<file path="src/rtl/snn_seq_pkg.sv">
// Shared constants for the image sequencer: FSM state codes, step index width
// and the width helper for the shared down-counter.
package snn_seq_pkg;

    localparam int unsigned STEP_W = 16;

    localparam logic [2:0] ST_IDLE = 3'd0;
    localparam logic [2:0] ST_LOAD = 3'd1;
    localparam logic [2:0] ST_FIRE = 3'd2;
    localparam logic [2:0] ST_WAIT = 3'd3;
    localparam logic [2:0] ST_REST = 3'd4;
    localparam logic [2:0] ST_DONE = 3'd5;

    // Bits needed to hold the larger of two counts, never less than one.
    function automatic int unsigned ctr_width(input int unsigned a, input int unsigned b);
        int unsigned m;
        m = (a > b) ? a : b;
        if (m < 32'd1) begin
            m = 32'd1;
        end else begin
            m = m;
        end
        return $clog2(m + 32'd1);
    endfunction

endpackage

</file>
<file path="src/rtl/seq_down_ctr.sv">
// Loadable saturating down-counter with a zero flag; shared by the rest
// period and the WAIT timeout of the image sequencer.
module seq_down_ctr #(
    parameter int unsigned W = 8
) (
    input  logic         clk_i,
    input  logic         rst_ni,
    input  logic         load_i,
    input  logic [W-1:0] load_val_i,
    input  logic         dec_i,
    output logic         zero_o
);

    logic [W-1:0] cnt_q;
    logic [W-1:0] cnt_d;

    // Next count: load wins over decrement, decrement stops at zero.
    always_comb begin
        cnt_d = cnt_q;
        if (load_i) begin
            cnt_d = load_val_i;
        end else if (dec_i && (cnt_q != '0)) begin
            cnt_d = cnt_q - W'(1'b1);
        end else begin
            cnt_d = cnt_q;
        end
    end

    // Count register.
    always_ff @(posedge clk_i or negedge rst_ni) begin
        if (!rst_ni) begin
            cnt_q <= '0;
        end else begin
            cnt_q <= cnt_d;
        end
    end

    assign zero_o = (cnt_q == '0);

endmodule

</file>
<file path="src/rtl/snn_img_sequencer.sv">
// Sequences one image presentation: LOAD pulse, T_STEPS fire/wait steps, rest, done.
// Optional WAIT timeout with sticky err_timeout when SEQ_TIMEOUT_EN is defined.
module snn_img_sequencer
    import snn_seq_pkg::*;
#(
    parameter int unsigned T_STEPS = 64,
    parameter int unsigned REST    = 16,
    parameter int unsigned TMO     = 1023
) (
    input  logic              clk,
    input  logic              rst,
    input  logic              img_req_valid,
    output logic              img_req_ready,
    input  logic              abort,
    input  logic              valid_ip_nub,
    input  logic              core_step_done,
    output logic              start_core_img,
    output logic              start_ip_nub,
    output logic [STEP_W-1:0] step_idx,
    output logic              busy,
`ifdef SEQ_TIMEOUT_EN
    output logic              err_timeout,
`endif
    output logic              img_done
);

    localparam int unsigned CTR_W = ctr_width(REST, TMO);
    localparam logic [CTR_W-1:0] REST_LOAD = CTR_W'((REST > 32'd0) ? (REST - 32'd1) : 32'd0);
    localparam logic [STEP_W-1:0] STEP_LAST = STEP_W'(T_STEPS - 32'd1);
`ifdef SEQ_TIMEOUT_EN
    localparam logic [CTR_W-1:0] TMO_LOAD = CTR_W'((TMO > 32'd0) ? (TMO - 32'd1) : 32'd0);
`endif

    logic [2:0]        state_q, state_d;
    logic [STEP_W-1:0] step_q, step_d;
    logic              ip_seen_q, ip_seen_d;
    logic              core_seen_q, core_seen_d;
    logic              ctr_load;
    logic [CTR_W-1:0]  ctr_load_val;
    logic              ctr_dec;
    logic              ctr_zero;
    logic              step_ok;
`ifdef SEQ_TIMEOUT_EN
    logic              err_q, err_d;
`endif

    // Registered flags plus this cycle's inputs, so a step can close on the done cycle itself.
    assign step_ok = (ip_seen_q | valid_ip_nub) & (core_seen_q | core_step_done);

    // Next-state, step counter, sticky flags and counter control.
    always_comb begin
        state_d      = state_q;
        step_d       = step_q;
        ip_seen_d    = ip_seen_q;
        core_seen_d  = core_seen_q;
        ctr_load     = 1'b0;
        ctr_load_val = REST_LOAD;
        ctr_dec      = 1'b0;
`ifdef SEQ_TIMEOUT_EN
        err_d        = err_q;
`endif
        case (state_q)
            ST_IDLE: begin
                if (img_req_valid) begin
                    state_d = ST_LOAD;
                    step_d  = '0;
`ifdef SEQ_TIMEOUT_EN
                    err_d   = 1'b0;
`endif
                end else begin
                    state_d = ST_IDLE;
                end
            end
            ST_LOAD: state_d = ST_FIRE;
            ST_FIRE: begin
                // Done indications seen here belong to the previous step.
                ip_seen_d   = 1'b0;
                core_seen_d = 1'b0;
                state_d     = ST_WAIT;
`ifdef SEQ_TIMEOUT_EN
                ctr_load     = 1'b1;
                ctr_load_val = TMO_LOAD;
`endif
            end
            ST_WAIT: begin
                ip_seen_d   = ip_seen_q | valid_ip_nub;
                core_seen_d = core_seen_q | core_step_done;
`ifdef SEQ_TIMEOUT_EN
                ctr_dec     = 1'b1;
`endif
                if (step_ok) begin
                    if (step_q == STEP_LAST) begin
                        if (REST == 32'd0) begin
                            state_d = ST_DONE;
                        end else begin
                            state_d      = ST_REST;
                            ctr_load     = 1'b1;
                            ctr_load_val = REST_LOAD;
                        end
                    end else begin
                        step_d  = step_q + 16'd1;
                        state_d = ST_FIRE;
                    end
                end else begin
`ifdef SEQ_TIMEOUT_EN
                    if (ctr_zero) begin
                        err_d   = 1'b1;
                        state_d = ST_IDLE;
                    end else begin
                        state_d = ST_WAIT;
                    end
`else
                    state_d = ST_WAIT;
`endif
                end
            end
            ST_REST: begin
                if (ctr_zero) begin
                    state_d = ST_DONE;
                end else begin
                    ctr_dec = 1'b1;
                    state_d = ST_REST;
                end
            end
            ST_DONE: state_d = ST_IDLE;
            default: state_d = ST_IDLE;
        endcase
        // Abort outranks timeout and normal progress; step index is frozen.
        if (abort && (state_q != ST_IDLE)) begin
            state_d  = ST_IDLE;
            step_d   = step_q;
            ctr_load = 1'b0;
`ifdef SEQ_TIMEOUT_EN
            err_d    = err_q;
`endif
        end else begin
            state_d = state_d;
        end
    end

    // FSM, step index and sticky done flags.
    always_ff @(posedge clk or negedge rst) begin
        if (!rst) begin
            state_q     <= ST_IDLE;
            step_q      <= '0;
            ip_seen_q   <= 1'b0;
            core_seen_q <= 1'b0;
        end else begin
            state_q     <= state_d;
            step_q      <= step_d;
            ip_seen_q   <= ip_seen_d;
            core_seen_q <= core_seen_d;
        end
    end

`ifdef SEQ_TIMEOUT_EN
    // Sticky timeout flag, cleared only by the next accepted request.
    always_ff @(posedge clk or negedge rst) begin
        if (!rst) begin
            err_q <= 1'b0;
        end else begin
            err_q <= err_d;
        end
    end

    assign err_timeout = err_q;
`endif

    seq_down_ctr #(
        .W (CTR_W)
    ) u_ctr (
        .clk_i      (clk),
        .rst_ni     (rst),
        .load_i     (ctr_load),
        .load_val_i (ctr_load_val),
        .dec_i      (ctr_dec),
        .zero_o     (ctr_zero)
    );

    assign img_req_ready  = (state_q == ST_IDLE);
    assign busy           = (state_q != ST_IDLE);
    assign start_core_img = (state_q == ST_LOAD);
    assign start_ip_nub   = (state_q == ST_FIRE);
    assign img_done       = (state_q == ST_DONE);
    assign step_idx       = step_q;

endmodule

</file>
<file path="config.mk">
export PLATFORM = sky130hd
export DESIGN_NAME = snn_img_sequencer
export DESIGN_NICKNAME = d
export VERILOG_FILES = /design/src/rtl/snn_seq_pkg.sv /design/src/rtl/seq_down_ctr.sv /design/src/rtl/snn_img_sequencer.sv
export SDC_FILE = /design/constraint.sdc
export NUM_CORES = 1
export LEC_CHECK = 0
export BUFFER_PORTS_ARGS = -buffer_cell sky130_fd_sc_hd__clkbuf_2
export CORE_ASPECT_RATIO = 0.7
export CORE_MARGIN = 1
export CORE_UTILIZATION = 45
export CTS_CLUSTER_DIAMETER = 200
export DETAILED_ROUTE_END_ITERATION = 6
export PLACE_DENSITY = 0.76
export SLEW_MARGIN = 10
export SYNTH_ARGS = -nofsm -noshare
export SYNTH_HDL_FRONTEND = slang
export SYNTH_SLANG_ARGS = --single-unit
</file>
<file path="constraint.sdc">
create_clock -name clk -period 2.75 [get_ports clk]
set_input_delay 0.275 -clock clk [delete_from_list [all_inputs] [get_ports clk]]
set_output_delay 0.275 -clock clk [all_outputs]
set_load 0.05 [all_outputs]
</file>
Word-level counts from Yosys, hierarchy flattened
Cells that the tools add are included.
- add/subtract/negate cells: 2
- $mul: 0
- div/mod/pow operators: 0
- magnitude comparators: 0
- equal/unequal tests: 9
- shift-type cells: 0
- mux-type cells: 20
- bitwise gates (word level): 4
- reduce and logical (&&, ||, !) cells: 10
- operators with widths (kind ; number):
    16-bit 2-to-1 mux ; 3
    16-bit one-hot mux with 2 select lines ; 1
    10-bit 2-to-1 mux ; 2
    16-bit by 1-bit adder with 16-bit output (second input constant) ; 1
    16-bit by 6-bit == test with 1-bit output (second input constant) ; 1
    3-bit one-hot mux with 5 select lines ; 1
    10-bit zero test ; 1
    10-bit nonzero test ; 1
    10-bit by 1-bit subtractor with 10-bit output (second input constant) ; 1
    3-bit 2-to-1 mux ; 3
    1-bit 2-to-1 mux ; 8
    3-bit by 2-bit == test with 1-bit output (second input constant) ; 2
    3-bit == test (second input constant) ; 2
    2-bit != test (second input constant) ; 3
    2-bit nonzero test ; 3
    5-bit AND reduction ; 1
    1-bit one-hot mux with 2 select lines ; 2
    3-bit by 1-bit == test with 1-bit output (second input constant) ; 1
    3-bit zero test ; 1
    3-bit nonzero test ; 1
    1-bit logical AND ; 2
    1-bit OR ; 2
    1-bit AND ; 1
    1-bit inverter ; 1
- bits in registers: 31
- bits in latches: 0
- memory bits (writable): 0
- memory bits (read-only): 0
- input bits: 6
- logic and storage cells: 50
- memories: 0

Longest topological paths before layout
Gate-level depths: netlist (run 1).
- depth after elaboration: 6
- gate-level depth with buffers: 8
- mapped depth without buffers: 7

Hierarchy
From an unflattened synthesis (run 1), not the netlist that was laid out.
- cells, all modules: 215
- area, all modules: 1954.4 sq um
- by module, submodules not included (module ; instances ; cells an instance ; area each (sq um) ; seq. area each (sq um)):
    snn_img_sequencer ; 1 ; 148 ; 1332.5 ; 525.5
    seq_down_ctr ; 1 ; 67 ; 621.8 ; 250.2

Worst setup path before layout (run 1)
No wires, ideal clock.
- path kind: flip-flop to flip-flop
- start: register state_q[2]
- end: register step_q[3], in the netlist step_idx[3]
- library setup time: 78 ps
- data arrival time: 3337 ps
- path slack: -665 ps
- cell stages (with the launch flop): 8
- buffers on the path: 1
- period minus slack after synthesis: 3415 ps
- path through: dfrtp_1 clkbuf_1 nor3_1 inv_1 nand2_1 nand2_4 or4_1 a21oi_1
- elaborated cells on any way between the ends: 11
- those cells by class: eq/ne (4); mux (1); bitwise (1); reduce/logical (5)
- RTL lines (item ; line ; RTL):
    start: declaration ; snn_img_sequencer.sv:34 ; logic [2:0] state_q, state_d;
    start signal: assignment ; snn_img_sequencer.sv:149 ; state_q <= state_d;
    3-bit zero test (*) ; - ;
    via img_req_ready ; snn_img_sequencer.sv:13 ; output logic img_req_ready,
    2-bit != test (no source line) / 2-bit nonzero test (equally long branches) ; - ;
    5-bit AND reduction (no source line) ; - ;
    end signal: assignment ; snn_img_sequencer.sv:150 ; step_q <= step_d;
    end: declaration ; snn_img_sequencer.sv:35 ; logic [STEP_W-1:0] step_q, step_d;
The timed path passes the listed nets; every way through them passes the cells marked *.
A chain may end at the register's enable or synchronous reset.

Worst setup path after layout (run 1)
- start: register step_q[7], in the netlist step_idx[7]
- end: register step_q[5], in the netlist step_idx[5]
- longest elaborated chain between the ends: 3
- ends and longest elaborated chain (item ; line ; RTL):
    16-bit by 6-bit == test with 1-bit output ; snn_img_sequencer.sv:92 ; if (step_q == STEP_LAST) begin
    2-bit != test (no source line) ; - ;
    5-bit AND reduction (no source line) ; - ;
No other way between the ends.

==> results of run 1 <==
worst register-to-register path, cell delays in order (launching register included):
cell,delay [ps]
dfrtp_1,480
nor4_1,420
nor3b_1,290
and4_1,540
nor2_1,130
a31o_2,250
sequential cells by signal (all words and copies together), names as in the netlist:
signal,cells
step_idx,16
core_seen_q,1
ip_seen_q,1
u_ctr.cnt_q,10
state_q,3
metrics by stage:
step	std cells	total power (uW)
after CTS	285	1290
final	285	1280
after global placement	278	910
after floorplan	206	848
after global routing	285	1350
after detailed placement	278	917
cell usage in the layout (no fill, tap or decap), types with 6 or more instances in the layout:
master    count
clkbuf_8      6
clkbuf_2     26
o31ai_1      10
nand2_1      13
nor4_1        6
nand4_1      11
o21ai_0       8
nor2_1       26
inv_1         7
dfrtp_1      31
a21oi_1       9
nor3_1        7
per-layer routing:
layer	global-route usage (%)	part of all wire (%)
met1	36.3	50
met2	30.6	39
met3	6.72	9.8
met4	9.61	1.8
met5	0	0
how the worst min path moves through the flow:
stage	slack, ps	cells after the start	end	startpoint
after floorplan	-20	0	core_seen_q	rst
after global placement	390	1	u_ctr.cnt_q[9]	rst
after detailed placement	400	1	u_ctr.cnt_q[7]	rst
after CTS	80	1	step_idx[8]	rst
after global routing	120	1	step_idx[8]	rst
final	40	1	step_idx[8]	rst
power by group:
part	switching, uW	leakage (uW)	internal, uW
Sequential	52.0	0.000384	490
Combinational	272	0.000499	96.4
Clock	174	0.0000470	196
Total	499	0.000930	782
final cells by class:
| type | count | area [sq um] | share of cell area (%) |
|---|---|---|---|
| Sequential cell | 31 | 776 | 36.2 |
| Clock buffer | 6 | 82.6 | 3.86 |
| Timing Repair Buffer | 27 | 138 | 6.43 |
| Tap cell | 52 | 65.1 | 3.04 |
| Clock inverter | 1 | 5.00 | 0.234 |
| Multi-Input combinational cell | 161 | 1050 | 49.0 |
| Inverter | 7 | 26.3 | 1.23 |
cell families (layout without fill, tap and decap cells):
logic type / count (synthesis) / count (layout) / share of synthesized area [%]
flops: 31 / 31 / 41.1
buf+inv: 14 / 41 / 4.04
mux: 3 / 3 / 1.59
simple gates: 110 / 110 / 34.9
xor+xnor: 6 / 6 / 2.78
fa+ha+maj: 3 / 3 / 1.99
compound gates: 39 / 39 / 13.6
==> results.sh, run 1 <==
export IMPL_drive_above_1_share_pct=21.0
export IMPL_critPathMaxFanout=13
export IMPL_clock_fmax_ghz=0.451
export IMPL_relSlewSlack_pct=49.1
export IMPL_path_class="register to register"
export IMPL_tritoncts="built"
export IMPL_syn_nets=215
export IMPL_die_h_um=56.2
export IMPL_reg2reg_from="step_idx[7]"
export IMPL_layout_setup_ws_ps=534
export IMPL_hold_class="input pin to async pin"
export IMPL_die_area_sq_mm=0.00447
export IMPL_start_kind="register"
export IMPL_critPathCapture="step_idx[5]"
export IMPL_yosysTopAreaCell="dfrtp_1"
export IMPL_synth_flop_cell="dfrtp_1"
export IMPL_cp_num_buf_inv=0
export IMPL_drv_slew=0
export IMPL_cap_viol_max_count=0
export IMPL_drt_iter0_drc=145
export IMPL_cts_root_buf="clkbuf_8"
export IMPL_fin_crit_sh_pct=80.6
export IMPL_syn_to_final_growth_pct=13.3
export IMPL_worstPathArrival_ps=2400
export IMPL_cpPeakStageDelay_ps=540
export IMPL_r2r_slack_ps=530
export IMPL_ctsResizeCount=0
export IMPL_seq_area_frac_synth_pct=41.1
export IMPL_rows=19
export IMPL_synth_common_cells="dfrtp_1, nor2_1, nand2_1"
export IMPL_setup_viol_count_final=0
export IMPL_insertion_delay_ps=300
export IMPL_fin_tns_setup_ps=0
export IMPL_gp_congestion=0.871
export IMPL_routed_wl_mm=4.44
export IMPL_dr_total_vias=1701
export IMPL_p_leak_uw=0.000930
export IMPL_vias_per_cell=5.97
export IMPL_drc=0
export IMPL_place_ws_ps=588
export IMPL_dpl_instance_area_sq_mm=0.00205
export IMPL_synth_most_common_cell="dfrtp_1"
export IMPL_rsz0062_at_grt="no"
export IMPL_wire_per_inst_um=15.6
export IMPL_grt_total_usage_pct=23.7
export IMPL_syn_area_per_cell_sq_um=9.17
export IMPL_ys_top_cells_by_area="dfrtp_1, nor2_1, o31ai_1"
export IMPL_hold_slack_ps=43.7
export IMPL_synth_top_area_share_pct=41.1
export IMPL_portBuffers=26
export IMPL_grt_pass1_vias=1599
export IMPL_num_fill_cells=359
export IMPL_clock_skew_ps=8.92
export IMPL_p_per_area_mw_per_mm2=598
export IMPL_place_hpwl_mm=3.23
export IMPL_grt_pass1_wl_mm=7.89
export IMPL_end_kind="register"
export IMPL_startpoint="step_idx[7]"
export IMPL_synth_edf_count=0
export IMPL_hold_viol=0
export IMPL_antenna_found_initial=0
export IMPL_required_ps=2930
export IMPL_ctsHoldBuffers=0
export IMPL_antenna_left=0
export IMPL_nets=242
export IMPL_status="finished, final reports clean"
export IMPL_ir_drop_mv=0.301
export IMPL_reg2reg_to="step_idx[5]"
export IMPL_fin_util_pct=53.9
export IMPL_synth_cell_types=48
export IMPL_cp_slowest_cell="and4_1"
export IMPL_gr_total_overflow=0
export IMPL_synth_warnings=0
export IMPL_cts_made_buffers=5
export IMPL_stdcell_area_sq_mm=0.00214
export IMPL_core_area_sq_mm=0.00397
export IMPL_path_delay_family="simple AND/OR/NAND/NOR gates"
export IMPL_cts_sinks=31
export IMPL_ys_async_sr_fraction_pct=100
export IMPL_drt_pass1_iter_count=4
export IMPL_start_util_pct=47.6
export IMPL_syn_area_sq_mm=0.00189
export IMPL_ys_seq_elements=31
export IMPL_post_cts_buffers=0
export IMPL_cts_max_path_buffers=2
export IMPL_htreeDepth=2
export IMPL_clk_pin_slew_ps=70
export IMPL_grt_max_degree=32
export IMPL_path_cells="nor4_1 > nor3b_1 > and4_1 > nor2_1 > a31o_2"
export IMPL_path_depth=5
export IMPL_tightest_slew_ps=763
export IMPL_synthCells=206
export IMPL_n_antenna_cell=0
export IMPL_die_w_um=79.4
export IMPL_final_min_clock_period_ps=2220
export IMPL_rr_worst_depth=5
export IMPL_io_pins=27
Note: power is estimated with default switching activity, not from simulation.
==> run 2: changes to the inputs <==
- PLACE_DENSITY: 0.76 -> 0.79
- clock period: 2.75 -> 2 ns (I/O delays scaled with it)
==> run 2 against run 1 <==
The run now ends with hold timing left. Core utilization is 7.3 points higher. Die area unchanged. Sequential cell count is the same. Global-route usage up 1.7 points. Register-to-register slack got worse by 480 ps. Clock skew is 4.5 ps lower. Critical path depth unchanged. Non-clock buffer count is 31 higher. Clock power increased by 49%. Count of clock-buffer cells in the layout rose by 2. Routed wire length is 14% higher. Critical path type unchanged. Largest power group unchanged.
==> results.sh, run 2 (synthesis gave the netlist of run 1 again) <==
export IMPL_insertion_delay_ps=280
export IMPL_htreeDepth=2
export IMPL_hold_viol=31
export IMPL_cts_sinks=31
export IMPL_drive_above_1_share_pct=33.2
export IMPL_core_area_sq_mm=0.00397
export IMPL_gp_congestion=0.978
export IMPL_start_util_pct=47.6
export IMPL_io_pins=27
export IMPL_syn_to_final_growth_pct=28.6
export IMPL_critPathMaxFanout=3
export IMPL_status="finished with violations"
export IMPL_rows=19
export IMPL_final_min_clock_period_ps=1940
export IMPL_cts_made_buffers=5
export IMPL_cts_max_path_buffers=2
export IMPL_hold_slack_ps=-19.7
export IMPL_die_w_um=79.4
export IMPL_grt_pass1_wl_mm=8.51
export IMPL_drt_pass1_iter_count=4
export IMPL_portBuffers=26
export IMPL_drt_iter0_drc=204
export IMPL_fin_tns_setup_ps=0
export IMPL_clock_fmax_ghz=0.515
export IMPL_clock_skew_ps=4.45
export IMPL_num_fill_cells=319
export IMPL_wire_per_inst_um=16.0
export IMPL_grt_total_usage_pct=25.4
export IMPL_cap_viol_max_count=0
export IMPL_cts_root_buf="clkbuf_8"
export IMPL_layout_common_cells="buf_4, dfrtp_1, nor2_1, clkbuf_2, nand2_1"
export IMPL_path_class="register to register"
export IMPL_die_h_um=56.2
export IMPL_place_hpwl_mm=3.72
export IMPL_end_kind="register"
export IMPL_violations="hold timing"
export IMPL_largest_reg_flops=16
export IMPL_drc=0
export IMPL_relSlewSlack_pct=48.8
export IMPL_final_common_cell="buf_4"
export IMPL_tightest_slew_ps=768
export IMPL_p_per_area_mw_per_mm2=794
export IMPL_fin_crit_sh_pct=97.1
export IMPL_nets=273
export IMPL_hold_class="input pin to async pin"
export IMPL_drv_slew=0
export IMPL_start_kind="register"
export IMPL_p_leak_uw=0.00109
export IMPL_grt_max_degree=32
export IMPL_grt_pass1_vias=1763
export IMPL_gr_total_overflow=0
export IMPL_tritoncts="built"
export IMPL_vias_per_cell=5.88
export IMPL_n_antenna_cell=0
export IMPL_routed_wl_mm=5.07
export IMPL_clk_pin_slew_ps=70
export IMPL_fin_util_pct=61.2
export IMPL_worstPathArrival_ps=2150
export IMPL_rsz0062_at_grt="yes"
export IMPL_ir_drop_mv=0.780
export IMPL_setup_viol_count_final=0
export IMPL_antenna_found_initial=0
export IMPL_ctsHoldBuffers=0
export IMPL_required_ps=2210
export IMPL_dr_total_vias=1865
export IMPL_die_area_sq_mm=0.00447
export IMPL_antenna_left=0
run 2: final timing paths:
kind	startpoint	to	cells past startpoint	slack, ps
worst max-delay path	u_ctr.cnt_q[5]	u_ctr.cnt_q[9]	5	60
worst min-delay path	rst	step_idx[4]	1	-20
worst max register to register	u_ctr.cnt_q[5]	u_ctr.cnt_q[9]	5	60
worst min register to register	core_seen_q	core_seen_q	2	510
max in group asynchronous	rst	step_idx[1]	1	1490
min in group clk	core_step_done	core_seen_q	3	170
run 2: report_power, final:
group	internal, uW	switching, uW	total (uW)	leakage [uW]
clock	314	237	551	0.0000515
combinational	209	458	667	0.000661
sequential	676	35.7	712	0.000381
run 2: area by class of cell:
| cell class | count | area, sq um | share of cell area, % |
|---|---|---|---|
| multi-input combinational | 161 | 1090 | 44.7 |
| sequential | 31 | 778 | 32.0 |
| timing repair buffer | 58 | 370 | 15.2 |
| clock buffer | 8 | 100 | 4.12 |
| tap | 52 | 65.1 | 2.68 |
| inverter | 7 | 30.0 | 1.24 |
run 2: timing repair:
action,in CTS,in global routing
setup buffers,1,1
setup endpoints to repair,4,18
pin swaps,1,2
gates cloned,0,0
resized for setup,1,3
run 2: through the flow:
stage          setup WS (ps)  instances  power [uW]  area (sq um)  hold slack, ps
2_1_floorplan           -358        206        1200          1940           -95.6
3_3_place_gp            37.3        307        1350          2300             321
3_5_place_dp           -13.0        307        1370          2300             326
4_1_cts                 16.8        316        1920          2410            12.8
5_1_grt                -35.0        317        2020          2430            55.4
6_report                57.3        317        1930          2430           -19.7
run 2: per-layer routing:
layer / wire length, um / vias to the layer above / global-route usage (%)
li1: - / 889 / -
met1: 2270 / 867 / 35.8
met2: 2210 / 98 / 36.8
met3: 489 / 11 / 6.39
met4: 97 / 0 / 11.2
met5: 0 / - / 0
run 2: critical path, stage by stage (launching register included):
cell and delay (ps):
dfrtp_1 400, or4_4 580, nor3_2 190, nand2b_1 90, or4_1 460, a21oi_1 150
==> run 3: changes to the inputs <==
- ABC_AREA: default -> 1
- PLACE_DENSITY: 0.79 -> 0.78
==> run 3 against run 2 <==
Routed wire length down 3.0%. The run still ends with hold timing left. Maximum frequency rose by 9.4%. Critical path depth increased by 3. Power increased by 6.8%. Sequential power rose by 4.2%.
==> results.sh, run 3 <==
export IMPL_largest_reg_flops=16
export IMPL_drc=0
export IMPL_drive_above_1_share_pct=19.3
export IMPL_hold_slack_ps=-17.0
export IMPL_grt_max_degree=32
export IMPL_grt_total_usage_pct=21.4
export IMPL_critPathMaxFanout=5
export IMPL_syn_nets=307
export IMPL_final_common_cell="nand2_1"
export IMPL_clock_skew_ps=4.35
export IMPL_ys_top_cells_by_area="dfrtp_1, nand2_1, nor2_1"
export IMPL_die_w_um=83.5
export IMPL_synth_most_common_cell="nand2_1"
export IMPL_syn_area_per_cell_sq_um=7.02
export IMPL_start_util_pct=47.5
export IMPL_portBuffers=26
export IMPL_synth_xor_area_share_pct=2.93
export IMPL_synth_adder_area_share_pct=1.79
export IMPL_synth_simple_gate_area_share_pct=42.2
export IMPL_synth_warnings=0
export IMPL_yosysTopAreaCell="dfrtp_1"
export IMPL_final_min_clock_period_ps=1780
export IMPL_tritoncts="built"
export IMPL_io_pins=27
export IMPL_cts_root_buf="clkbuf_8"
export IMPL_path_class="register to register"
export IMPL_rsz0062_at_grt="no"
export IMPL_seq_area_frac_synth_pct=37.1
export IMPL_n_antenna_cell=0
export IMPL_gr_total_overflow=0
export IMPL_synth_common_cells="nand2_1, nor2_1, dfrtp_1, inv_1, nand3_1"
export IMPL_rr_worst_depth=8
export IMPL_synthMuxAreaShare_pct=0
export IMPL_tightest_slew_ps=790
export IMPL_synth_cell_types=31
export IMPL_synth_edf_count=0
export IMPL_core_area_sq_mm=0.00440
export IMPL_nets=340
export IMPL_required_ps=2180
export IMPL_ys_async_sr_fraction_pct=100
export IMPL_cts_max_path_buffers=2
export IMPL_rows=20
export IMPL_hold_viol=31
export IMPL_register_area_sq_um=776
export IMPL_dpl_instance_area_sq_mm=0.00228
export IMPL_clock_fmax_ghz=0.563
export IMPL_setup_viol_count_final=0
export IMPL_relSlewSlack_pct=47.3
export IMPL_wire_per_inst_um=12.7
export IMPL_cap_viol_max_count=0
export IMPL_drt_pass1_iter_count=5
export IMPL_p_leak_uw=0.00116
export IMPL_fin_crit_sh_pct=88.8
export IMPL_num_fill_cells=412
export IMPL_cts_made_buffers=5
export IMPL_synth_top_area_share_pct=37.1
export IMPL_gp_congestion=0.889
export IMPL_syn_to_final_growth_pct=14.1
export IMPL_vias_per_cell=5.23
export IMPL_drv_slew=0
export IMPL_synth_top_family_by_area="simple AND/OR/NAND/NOR gates"
export IMPL_hold_class="input pin to async pin"
export IMPL_clk_pin_slew_ps=70
export IMPL_antenna_left=0
export IMPL_drt_iter0_drc=257
export IMPL_die_area_sq_mm=0.00493
export IMPL_p_per_area_mw_per_mm2=863
export IMPL_antenna_found_initial=0
export IMPL_ys_seq_elements=31
export IMPL_grt_pass1_wl_mm=8.27
export IMPL_worstPathArrival_ps=1950
export IMPL_ir_drop_mv=0.947
export IMPL_status="finished with violations"
export IMPL_grt_pass1_vias=1710
export IMPL_dr_total_vias=2024
export IMPL_end_kind="register"
export IMPL_place_hpwl_mm=3.68
export IMPL_routed_wl_mm=4.91
export IMPL_cts_sinks=31
export IMPL_multiInputGateArea_sq_mm=0.00116
export IMPL_insertion_delay_ps=290
export IMPL_fin_tns_setup_ps=0
export IMPL_layout_common_cells="nand2_1, nor2_1, inv_1, dfrtp_1, nand3_1"
export IMPL_stdcell_area_sq_mm=0.00239
export IMPL_htreeDepth=2
export IMPL_synth_compound_area_share_pct=8.07
export IMPL_die_h_um=59.1
export IMPL_syn_area_sq_mm=0.00209
export IMPL_synthCells=298
export IMPL_start_kind="register"
export IMPL_synth_flop_cell="dfrtp_1"
export IMPL_violations="hold timing"
-- run 3: timing repair --
action,CTS,global route
hold buffers,0,0
buffers inserted,0,0
setup endpoints to repair,0,9
gates resized for setup,0,2
-- run 3: kinds of logic after synthesis --
family | count (synthesis)
compound gates | 25
xor+xnor | 7
fa+ha+maj | 3
buf+inv | 38
flops | 31
simple gates | 194
-- run 3: metrics by stage --
stage	worst slack, ps	power [uW]	utilization, %	std cells	hold WS, ps
2_1_floorplan	49.1	1380	-	298	-95.6
3_3_place_gp	151	1490	51.8	379	317
3_5_place_dp	72.7	1500	51.8	379	324
4_1_cts	60.5	2060	54.1	387	13.3
5_1_grt	31.7	2150	54.2	387	44.5
6_report	224	2060	54.2	387	-17.0
-- run 3: path summary, 6_finish.rpt --
kind                                startpoint              to  slack (ps)
max in group asynchronous                  rst    step_idx[15]        1520
worst max register to register     step_idx[0]  u_ctr.cnt_q[9]         220
worst min register to register     core_seen_q     core_seen_q         530
worst max-delay path               step_idx[0]  u_ctr.cnt_q[9]         220
min in group clk                core_step_done     core_seen_q         190
worst min-delay path                       rst     step_idx[4]         -20
-- run 3: routing by layer --
layer | track usage (%) | wire length, um
met1 | 32.2 | 2540
met3 | 5.15 | 348
met4 | 7.02 | 65
met2 | 30.1 | 1960
met5 | 0 | 0
-- run 3: where the power goes --
part | switching (uW) | internal (uW)
combinational | 583 | 175
sequential | 64.9 | 677
clock | 246 | 314
-- run 3: layout make-up --
type / instances / area share (%)
multi-input cells: 229 / 48.4
clock buffers: 8 / 4.19
flip-flops and latches: 31 / 32.5
repair buffers: 30 / 6.71
inverters: 34 / 5.34
well taps: 55 / 2.88
-- run 3: critical path, stage by stage (launching register included) --
cell and delay [ps]:
dfrtp_1 410, ha_2 240, nand2_2 110, nor2_1 170
nand3_1 90, nor2_1 180, nand4_1 260, nand3_1 140
nand2_1 60
